### src/rtl/uart_tx_mux.sv
`default_nettype none
// +--------------------------------------------------------------------------+
// | uart_tx_mux: round-robin, message-granular arbiter for a shared UART TX   |
// | byte stream with optional "<id>:" prefix.          Rev 1.0                |
// +--------------------------------------------------------------------------+
module uart_tx_mux #(
  parameter int NumReq        = 4,
  parameter int TimeoutCycles = 1024,
  parameter bit PrefixEn      = 1'b1
) (
  input  logic                clk_i,
  input  logic                rst_i,
  input  logic [NumReq-1:0]   req_valid_i,
  input  logic [NumReq*8-1:0] req_data_i,
  output logic [NumReq-1:0]   req_ready_o,
  output logic                out_valid_o,
  output logic [7:0]          out_data_o,
  input  logic                out_ready_i,
  output logic [NumReq-1:0]   grant_o,
  output logic                busy_o
);

  localparam int c_IDX_W = (NumReq > 1) ? $clog2(NumReq) : 1;
  localparam int c_CNT_W = $clog2(TimeoutCycles);
  localparam logic [c_IDX_W-1:0] c_LAST_INIT = c_IDX_W'(NumReq - 1);
  localparam logic [c_CNT_W-1:0] c_CNT_MAX   = c_CNT_W'(TimeoutCycles - 1);

  typedef enum logic [1:0] {
    S_IDLE      = 2'd0,
    S_PFX_ID    = 2'd1,
    S_PFX_COLON = 2'd2,
    S_STREAM    = 2'd3
  } state_e;

  state_e               state_q, state_d;
  logic [c_IDX_W-1:0]   owner_q, owner_d;
  logic [c_IDX_W-1:0]   last_q, last_d;
  logic [c_CNT_W-1:0]   cnt_q, cnt_d;

  logic                 w_win_found;
  logic [c_IDX_W-1:0]   w_win_idx;
  logic [c_IDX_W-1:0]   w_cand;
  logic                 w_owner_valid;
  logic [7:0]           w_owner_data;
  logic [7:0]           w_owner_ext;
  logic [7:0]           w_hex;
  logic [NumReq-1:0]    w_owner_oh;

  // Round-robin search beginning just after the previous winner.
  always_comb begin
    w_win_found = 1'b0;
    w_win_idx   = '0;
    w_cand      = '0;
    for (int i = 1; i <= NumReq; i++) begin
      w_cand = c_IDX_W'((int'(last_q) + i) % NumReq);
      if (!w_win_found && req_valid_i[w_cand]) begin
        w_win_found = 1'b1;
        w_win_idx   = w_cand;
      end
    end
  end

  always_comb begin
    w_owner_valid = 1'b0;
    w_owner_data  = 8'h00;
    for (int k = 0; k < NumReq; k++) begin
      if (owner_q == c_IDX_W'(k)) begin
        w_owner_valid = req_valid_i[k];
        w_owner_data  = req_data_i[8*k +: 8];
      end
    end
  end

  for (genvar k = 0; k < NumReq; k++) begin : g_owner_oh
    assign w_owner_oh[k] = (owner_q == c_IDX_W'(k));
  end

  assign w_owner_ext = 8'(owner_q);
  assign w_hex       = (w_owner_ext < 8'd10) ? (8'h30 + w_owner_ext) : (8'h37 + w_owner_ext);

  always_comb begin
    state_d     = state_q;
    owner_d     = owner_q;
    last_d      = last_q;
    cnt_d       = cnt_q;
    out_valid_o = 1'b0;
    out_data_o  = 8'h00;
    req_ready_o = '0;
    unique case (state_q)
      S_IDLE: begin
        if (w_win_found) begin
          owner_d = w_win_idx;
          last_d  = w_win_idx;
          cnt_d   = '0;
          state_d = PrefixEn ? S_PFX_ID : S_STREAM;
        end
      end
      S_PFX_ID: begin
        out_valid_o = 1'b1;
        out_data_o  = w_hex;
        if (out_ready_i) state_d = S_PFX_COLON;
      end
      S_PFX_COLON: begin
        out_valid_o = 1'b1;
        out_data_o  = 8'h3A;
        if (out_ready_i) begin
          state_d = S_STREAM;
          cnt_d   = '0;
        end
      end
      S_STREAM: begin
        out_valid_o = w_owner_valid;
        out_data_o  = w_owner_data;
        req_ready_o = w_owner_oh & {NumReq{out_ready_i}};
        // A valid-but-stalled owner leaves the idle counter untouched.
        if (w_owner_valid && out_ready_i) begin
          cnt_d = '0;
          if (w_owner_data == 8'h0A) state_d = S_IDLE;
        end else if (!w_owner_valid) begin
          if (cnt_q == c_CNT_MAX) begin
            state_d = S_IDLE;
            cnt_d   = '0;
          end else begin
            cnt_d = cnt_q + 1'b1;
          end
        end
      end
      default: state_d = S_IDLE;
    endcase
  end

  always_ff @(posedge clk_i) begin
    if (rst_i) begin
      state_q <= S_IDLE;
      owner_q <= '0;
      last_q  <= c_LAST_INIT;
      cnt_q   <= '0;
    end else begin
      state_q <= state_d;
      owner_q <= owner_d;
      last_q  <= last_d;
      cnt_q   <= cnt_d;
    end
  end

  assign busy_o  = (state_q != S_IDLE);
  assign grant_o = busy_o ? w_owner_oh : '0;

endmodule
`default_nettype wire

### config.mk
export PLATFORM = sky130hd
export DESIGN_NAME = uart_tx_mux
export DESIGN_NICKNAME = d
export VERILOG_FILES = /design/src/rtl/uart_tx_mux.sv
export SDC_FILE = /design/constraint.sdc
export NUM_CORES = 1
export LEC_CHECK = 0
export CAP_MARGIN = 10
export CORE_UTILIZATION = 55
export CTS_CLUSTER_DIAMETER = 200
export CTS_CLUSTER_SIZE = 40
export DETAILED_ROUTE_END_ITERATION = 16
export DONT_BUFFER_PORTS = 1
export PLACE_DENSITY = 0.74
export SLEW_MARGIN = 20
export SYNTH_ARGS = -nofsm -noshare
export SYNTH_HDL_FRONTEND = slang
export SYNTH_SLANG_ARGS = --single-unit
### constraint.sdc
create_clock -name clk_i -period 4.9 [get_ports clk_i]
set_input_delay 0.49 -clock clk_i [delete_from_list [all_inputs] [get_ports clk_i]]
set_output_delay 0.49 -clock clk_i [all_outputs]
set_load 0.01 [all_outputs]
# [Yosys cells after proc, flatten, opt, wreduce, memory -nomap -nowiden]
# Index checks and enable logic that the tools add are counted.
[totals] reg_bits=16 input_bits=39 out_inout_bits=18 wordCells=89
[op_classes] addsub=7 magnitude_cmp=5 eq_ne=14 muxes=43 n_bitwise=1 reduce_logical=15
[ops] operator="10-bit two-way mux" count=5
[ops] operator="8-bit two-way mux" count=4
[ops] operator="10-bit one-hot mux with 3 select lines" count=1
[ops] operator="8-bit one-hot mux with 3 select lines" count=1
[ops] operator="2-bit two-way mux" count=11
[ops] operator="6-bit by 2-bit adder with 7-bit output, first input constant" count=2
[ops] operator="2-bit by 3-bit < comparator with 1-bit output, second input constant" count=4
[ops] operator="1-bit two-way mux" count=12
[ops] operator="10-bit by 1-bit adder with 10-bit output, second input constant" count=1
[ops] operator="10-bit == test, second input constant" count=1
[ops] operator="3-bit inequality test, second input constant" count=3
[ops] operator="1-bit binary-select mux with 2-bit select" count=4
[ops] operator="2-bit == test, second input constant" count=4
[ops] operator="8-bit by 4-bit == test with 1-bit output, second input constant" count=1
[ops] operator="4-bit two-way mux" count=2
[ops] operator="2-bit one-hot mux with 4 select lines" count=1
[ops] operator="7-bit two-way mux" count=1
[ops] operator="2-bit inequality test, second input constant" count=3
[ops] operator="6-bit AND reduction" count=1
[ops] operator="2-bit by 1-bit adder with 2-bit output, second input constant" count=2
[ops] operator="2-bit adder, second input constant" count=2
[ops] operator="4-bit AND" count=1
[ops] operator="2-bit by 1-bit == test with 1-bit output, second input constant" count=2
[ops] operator="1-bit logical AND" count=4
[ops] operator="9 further kinds" count=12

# [Longest topological paths before layout]
[logic_depth] depth_word=15 depth_mapped=8 mapped_depth_nobuf=7

# [Least setup slack after synthesis]
# OpenSTA, ideal clock, no wires.
[synth_path] path_kind="input port to flip-flop" from="in req_valid_i[3]" to="reg cnt_q[8]" setup_ns=0.070 t_arrival_ns=1.974 required_time_ns=4.830 setup_slack_ns=2.856 stages=5 path_buffers=0 cell_sequence="mux4_2 -> a21oi_4 -> o21ai_4 -> or4b_1 -> a21oi_1"
[synth_via] elab_chain_len=14 elab_cells_between_ends=25 cone_classes="eq/ne (2); mux (15); reduce/logical (8)"
[synth_rtl] element="from (decl)" line_no="13" source="input logic [NumReq-1:0] req_valid_i,"
[synth_rtl] element="1-bit binary-select mux with 2-bit select" line_no="56" source="if (!w_win_found && req_valid_i[w_cand]) begin"
[synth_rtl] element="1-bit two-way mux (implied by the code)" line_no="56"
[synth_rtl] element="1-bit two-way mux" line_no="56"
[synth_rtl] element="1-bit logical NOT" line_no="56"
[synth_rtl] element="1-bit logical AND" line_no="56"
[synth_rtl] element="1-bit two-way mux" line_no="56"
[synth_rtl] element="1-bit logical NOT" line_no="56"
[synth_rtl] element="1-bit logical AND" line_no="56"
[synth_rtl] element="1-bit two-way mux" line_no="56"
[synth_rtl] element="1-bit logical NOT" line_no="56"
[synth_rtl] element="1-bit logical AND" line_no="56"
[synth_rtl] element="1-bit two-way mux" line_no="56"
[synth_rtl] element="2-bit inequality test (no line)"
[synth_rtl] element="4-bit AND reduction (no line)"
[synth_rtl] element="to (signal assigned)" line_no="142" source="cnt_q <= cnt_d;"
[synth_rtl] element="to (decl)" line_no="38" source="logic [c_CNT_W-1:0] cnt_q, cnt_d;"
# Several ways; a longest one is shown, not always the timed one. The select of a mux whose other input is x is not followed.
# A chain may end at the register's enable or synchronous reset.

# [Final worst setup path]
[layout_path] from="reg owner_q[0]" to="reg cnt_q[7]"
[layout_via] elab_chain_len=8 elab_cells_between_ends=13 cone_classes="eq/ne (4); mux (6); reduce/logical (3)"
[layout_rtl] element="from (decl)" line_no="36" source="logic [c_IDX_W-1:0] owner_q, owner_d;"
[layout_rtl] element="from (signal assigned)" line_no="140" source="owner_q <= owner_d;"
[layout_rtl] element="2-bit logical NOT" line_no="67" source="if (owner_q == c_IDX_W'(k)) begin"
[layout_rtl] element="1-bit two-way mux (3 in series)" line_no="67"
[layout_rtl] element="1-bit two-way mux *" line_no="67"
[layout_rtl] element="1-bit logical AND" line_no="116" source="if (w_owner_valid && out_ready_i) begin"
[layout_rtl] element="3-bit inequality test (no line) / 10-bit two-way mux (equally long branches)"
[layout_rtl] element="4-bit AND reduction (no line) / 10-bit one-hot mux with 3 select lines (equally long branches)"
# Every way passes the cells marked *; elsewhere a longest branch is shown, timed or not.

==> impl_results.md <==
* Outcome: completed
* Critical path, cell by cell: mux4_2 -> a21oi_4 -> o21ai_4 -> o21bai_1 -> nor2_1
* Final core occ at 0.612
* Worst slew pin tran at 0.740 ns
* Setup TNS at 0 ns
* Port Buffers at 0
* Total gr overflow at 0
* Clock transition at the registers of the reported paths at 0.10 ns
* Leak at between 0.4 and 0.5 nW
* Routed WL per cell at 17.8 um
* Core area at 0.00225 mm2
* Synth Cell Area at 0.00135 mm2
* Synth warn at 0
* Worst EP required at 5.07 ns
* Syn_nets at 205
* Max VDD drop at 0.353 mV
* Pwr dens at 544 mW/mm2
* DR iter-0 viols at 37
* Drt total wl at ~3300 um
* Area growth, synth to finish at 2.04%
* Storage cell area at approximately 320 um2
* Synth Register Bits at 16
* Initial antenna violation count at 0
* GPL Wtd Cong at 0.912
* CP startpoint kind: flop
* Hold Slack at 0.245 ns
* Antenna Nets Post-Route at 0
* H-tree lvl count at 1
* Gate Count Post-Synth at 161
* Hold_buf cts at 0
* Relative slew slack at 0.506
* Type of the worst setup path: flop to flop
* I/O pin count at 57
* CP Capture Type: flop
* Hold crit path type: input port to flop
* Clk_lat worst skew at approximately 0.30 ns
* Yosys cell types at 41
* Setup Buffers After CTS at 0
* Fill cell count at around 210
* Clk sink count at 16
* Root Buffer: clkbuf_4
* CP peak stage delay at 0.82 ns
* Shortest period the worst path allows at 2.63 ns
* Layout cell share with drive strength beyond 1 at 0.0962
* Slack of the critical path at 2.27 ns
* First-pass GRT wire length at 5000 um
* DR vias at approximately 1200
* Fin. Hold Viols at 0
* Main flop type after synthesis: dfxtp_1
* Fmax at roughly 0.38 GHz
* Largest net degree at the start of global routing at 18
* # DRC at 0
* Setup Slack @ Placement at 2.28 ns
* Row cnt at 17
* Diode count at 0
* Die Height at 51.6 um
* Nets@finish at roughly 200
* CTS tree: done
* Die area at around 0.0027 mm2
* Asr flop ratio synth at 0
* Seq/Total Area, Yosys at 0.237
* Starting Density at 0.599
* Worst Path Arrival at around 2.8 ns
* TritonCTS Buffers at 3
* Max Root-Sink Buffers at 2
* RSZ-0062 raised after global routing: false
* Critical path fanouts, max at 16
* Max-slew violations at 0
* Die width at 51.6 um
* Cts repair resizes at 0
* Pwr Total at roughly 0.75 mW
* Tot GR Track Use at 0.252
* Area occupied by multi-input gates at 972 um2
* Clk_skew at 0.00680 ns
* Slowest-stage cell, CP: dfxtp_1
* Post-synth EDFFs at 0
* Max-cap violations at 0
* DRT Pass-1 Iters at 4
* DP HPWL at 2570 um
* Fin crit share at 0.536
* Vias per cell at 6.73
* Vias in the first global route at approximately 1100
* # setup viols final at 0
* Syn Area/Cell at 8.39 um2
==> cells by family after synthesis <==
family                     count (synthesis)  share of synthesized area
adders and majority gates                  5                     0.0463
xor gates and xnor gates                   5                     0.0324
muxes                                     11                      0.168
and+or+nand+nor                           72                      0.260
AOI/OAI and AO/OA                         39                      0.213
DFF                                       16                      0.237
buffers and inverters                     13                     0.0435
==> worst max-delay path, delay by kind of cell, from the launching register on <==
family | cells | cell delay, ns
AOI/OAI and AO/OA | 3 | 0.89
DFF | 1 | 0.82
muxes | 1 | 0.67
and+or+nand+nor | 1 | 0.11
==> stage by stage <==
stage	cells	cell area (um2)
6_report	184	1380
5_1_grt	184	1380
4_1_cts	184	1380
3_5_place_dp	180	1340
3_3_place_gp	180	1340
2_1_floorplan	161	1350
==> path summary, 6_finish.rpt <==
| check | start | endpoint | slack [ns] | cells past startpoint |
|---|---|---|---|---|
| max | owner_q[0]$_SDFFE_PP0P_ | cnt_q[7]$_SDFFE_PP0P_ | 2.27 | 5 |
| min | rst_i | state_q[0]$_SDFFE_PP0P_ | 0.25 | 1 |
| max reg2reg | owner_q[0]$_SDFFE_PP0P_ | cnt_q[7]$_SDFFE_PP0P_ | 2.27 | 5 |
| min reg2reg | cnt_q[4]$_SDFFE_PP0P_ | cnt_q[4]$_SDFFE_PP0P_ | 0.52 | 2 |
==> placed cells by master, fill, tap and decap left out, types with 2 or more instances in the layout <==
| cell type | instances |
|---|---|
| mux4_2 | 8 |
| o2111ai_1 | 3 |
| a21bo_1 | 2 |
| o221ai_1 | 2 |
| a21oi_1 | 12 |
| mux2i_1 | 2 |
| nand3_1 | 4 |
| o211ai_1 | 2 |
| nor2b_1 | 3 |
| and2_1 | 5 |
| inv_1 | 4 |
| dfxtp_1 | 16 |
| clkbuf_4 | 3 |
| or3_1 | 3 |
| nor3_1 | 5 |
| xor2_1 | 5 |
| nor4_1 | 3 |
| nand2b_1 | 5 |
| a21oi_4 | 2 |
| nand2_1 | 12 |
| ha_1 | 5 |
| o21ai_0 | 6 |
| a31oi_1 | 2 |
| nor2_1 | 27 |
==> area by class of cell <==
| cell class | count | share of cell area |
|---|---|---|
| multi-input cells | 132 | 0.705 |
| flip-flops and latches | 16 | 0.232 |
| clock buffers | 4 | 0.0263 |
| well taps | 28 | 0.0254 |
| inverters | 4 | 0.0109 |
==> power breakdown <==
group          internal, mW  switching [mW]
clock                0.0453          0.0455
combinational         0.182           0.260
sequential            0.157          0.0609
total                 0.384           0.367
==> metal layers <==
metal | routed length [um] | GRT usage | vias up
li1 | - | - | 588
met3 | 172 | 0.0497 | 4
met2 | 1640 | 0.400 | 40
met5 | 0 | 0 | -
met1 | 1410 | 0.345 | 607
met4 | 43 | 0.0766 | 0
==> cells in the mapped netlist (all sizes together) (2+ instances only) <==
master,n,area share
o221ai,2,0.013
nor2b,3,0.014
buf,4,0.019
o2111ai,3,0.019
nand2b,5,0.023
and2,5,0.023
xor2,5,0.032
mux2i,2,0.015
mux4,9,0.15
o21ai,7,0.034
inv,4,0.011
or3,3,0.014
nor2,27,0.075
clkbuf,5,0.014
nor3,5,0.019
dfxtp,16,0.24
a31oi,2,0.0093
nand3,4,0.015
nor4,3,0.014
a21oi,14,0.069
ha,5,0.046
a21bo,2,0.015
o211ai,2,0.011
nand2,12,0.033
==> registers in the layout (all words and copies together) (netlist names) <==
name,flops
last_q,2
cnt_q,10
owner_q,2
state_q,2
Power figures use the tool's default switching activity.
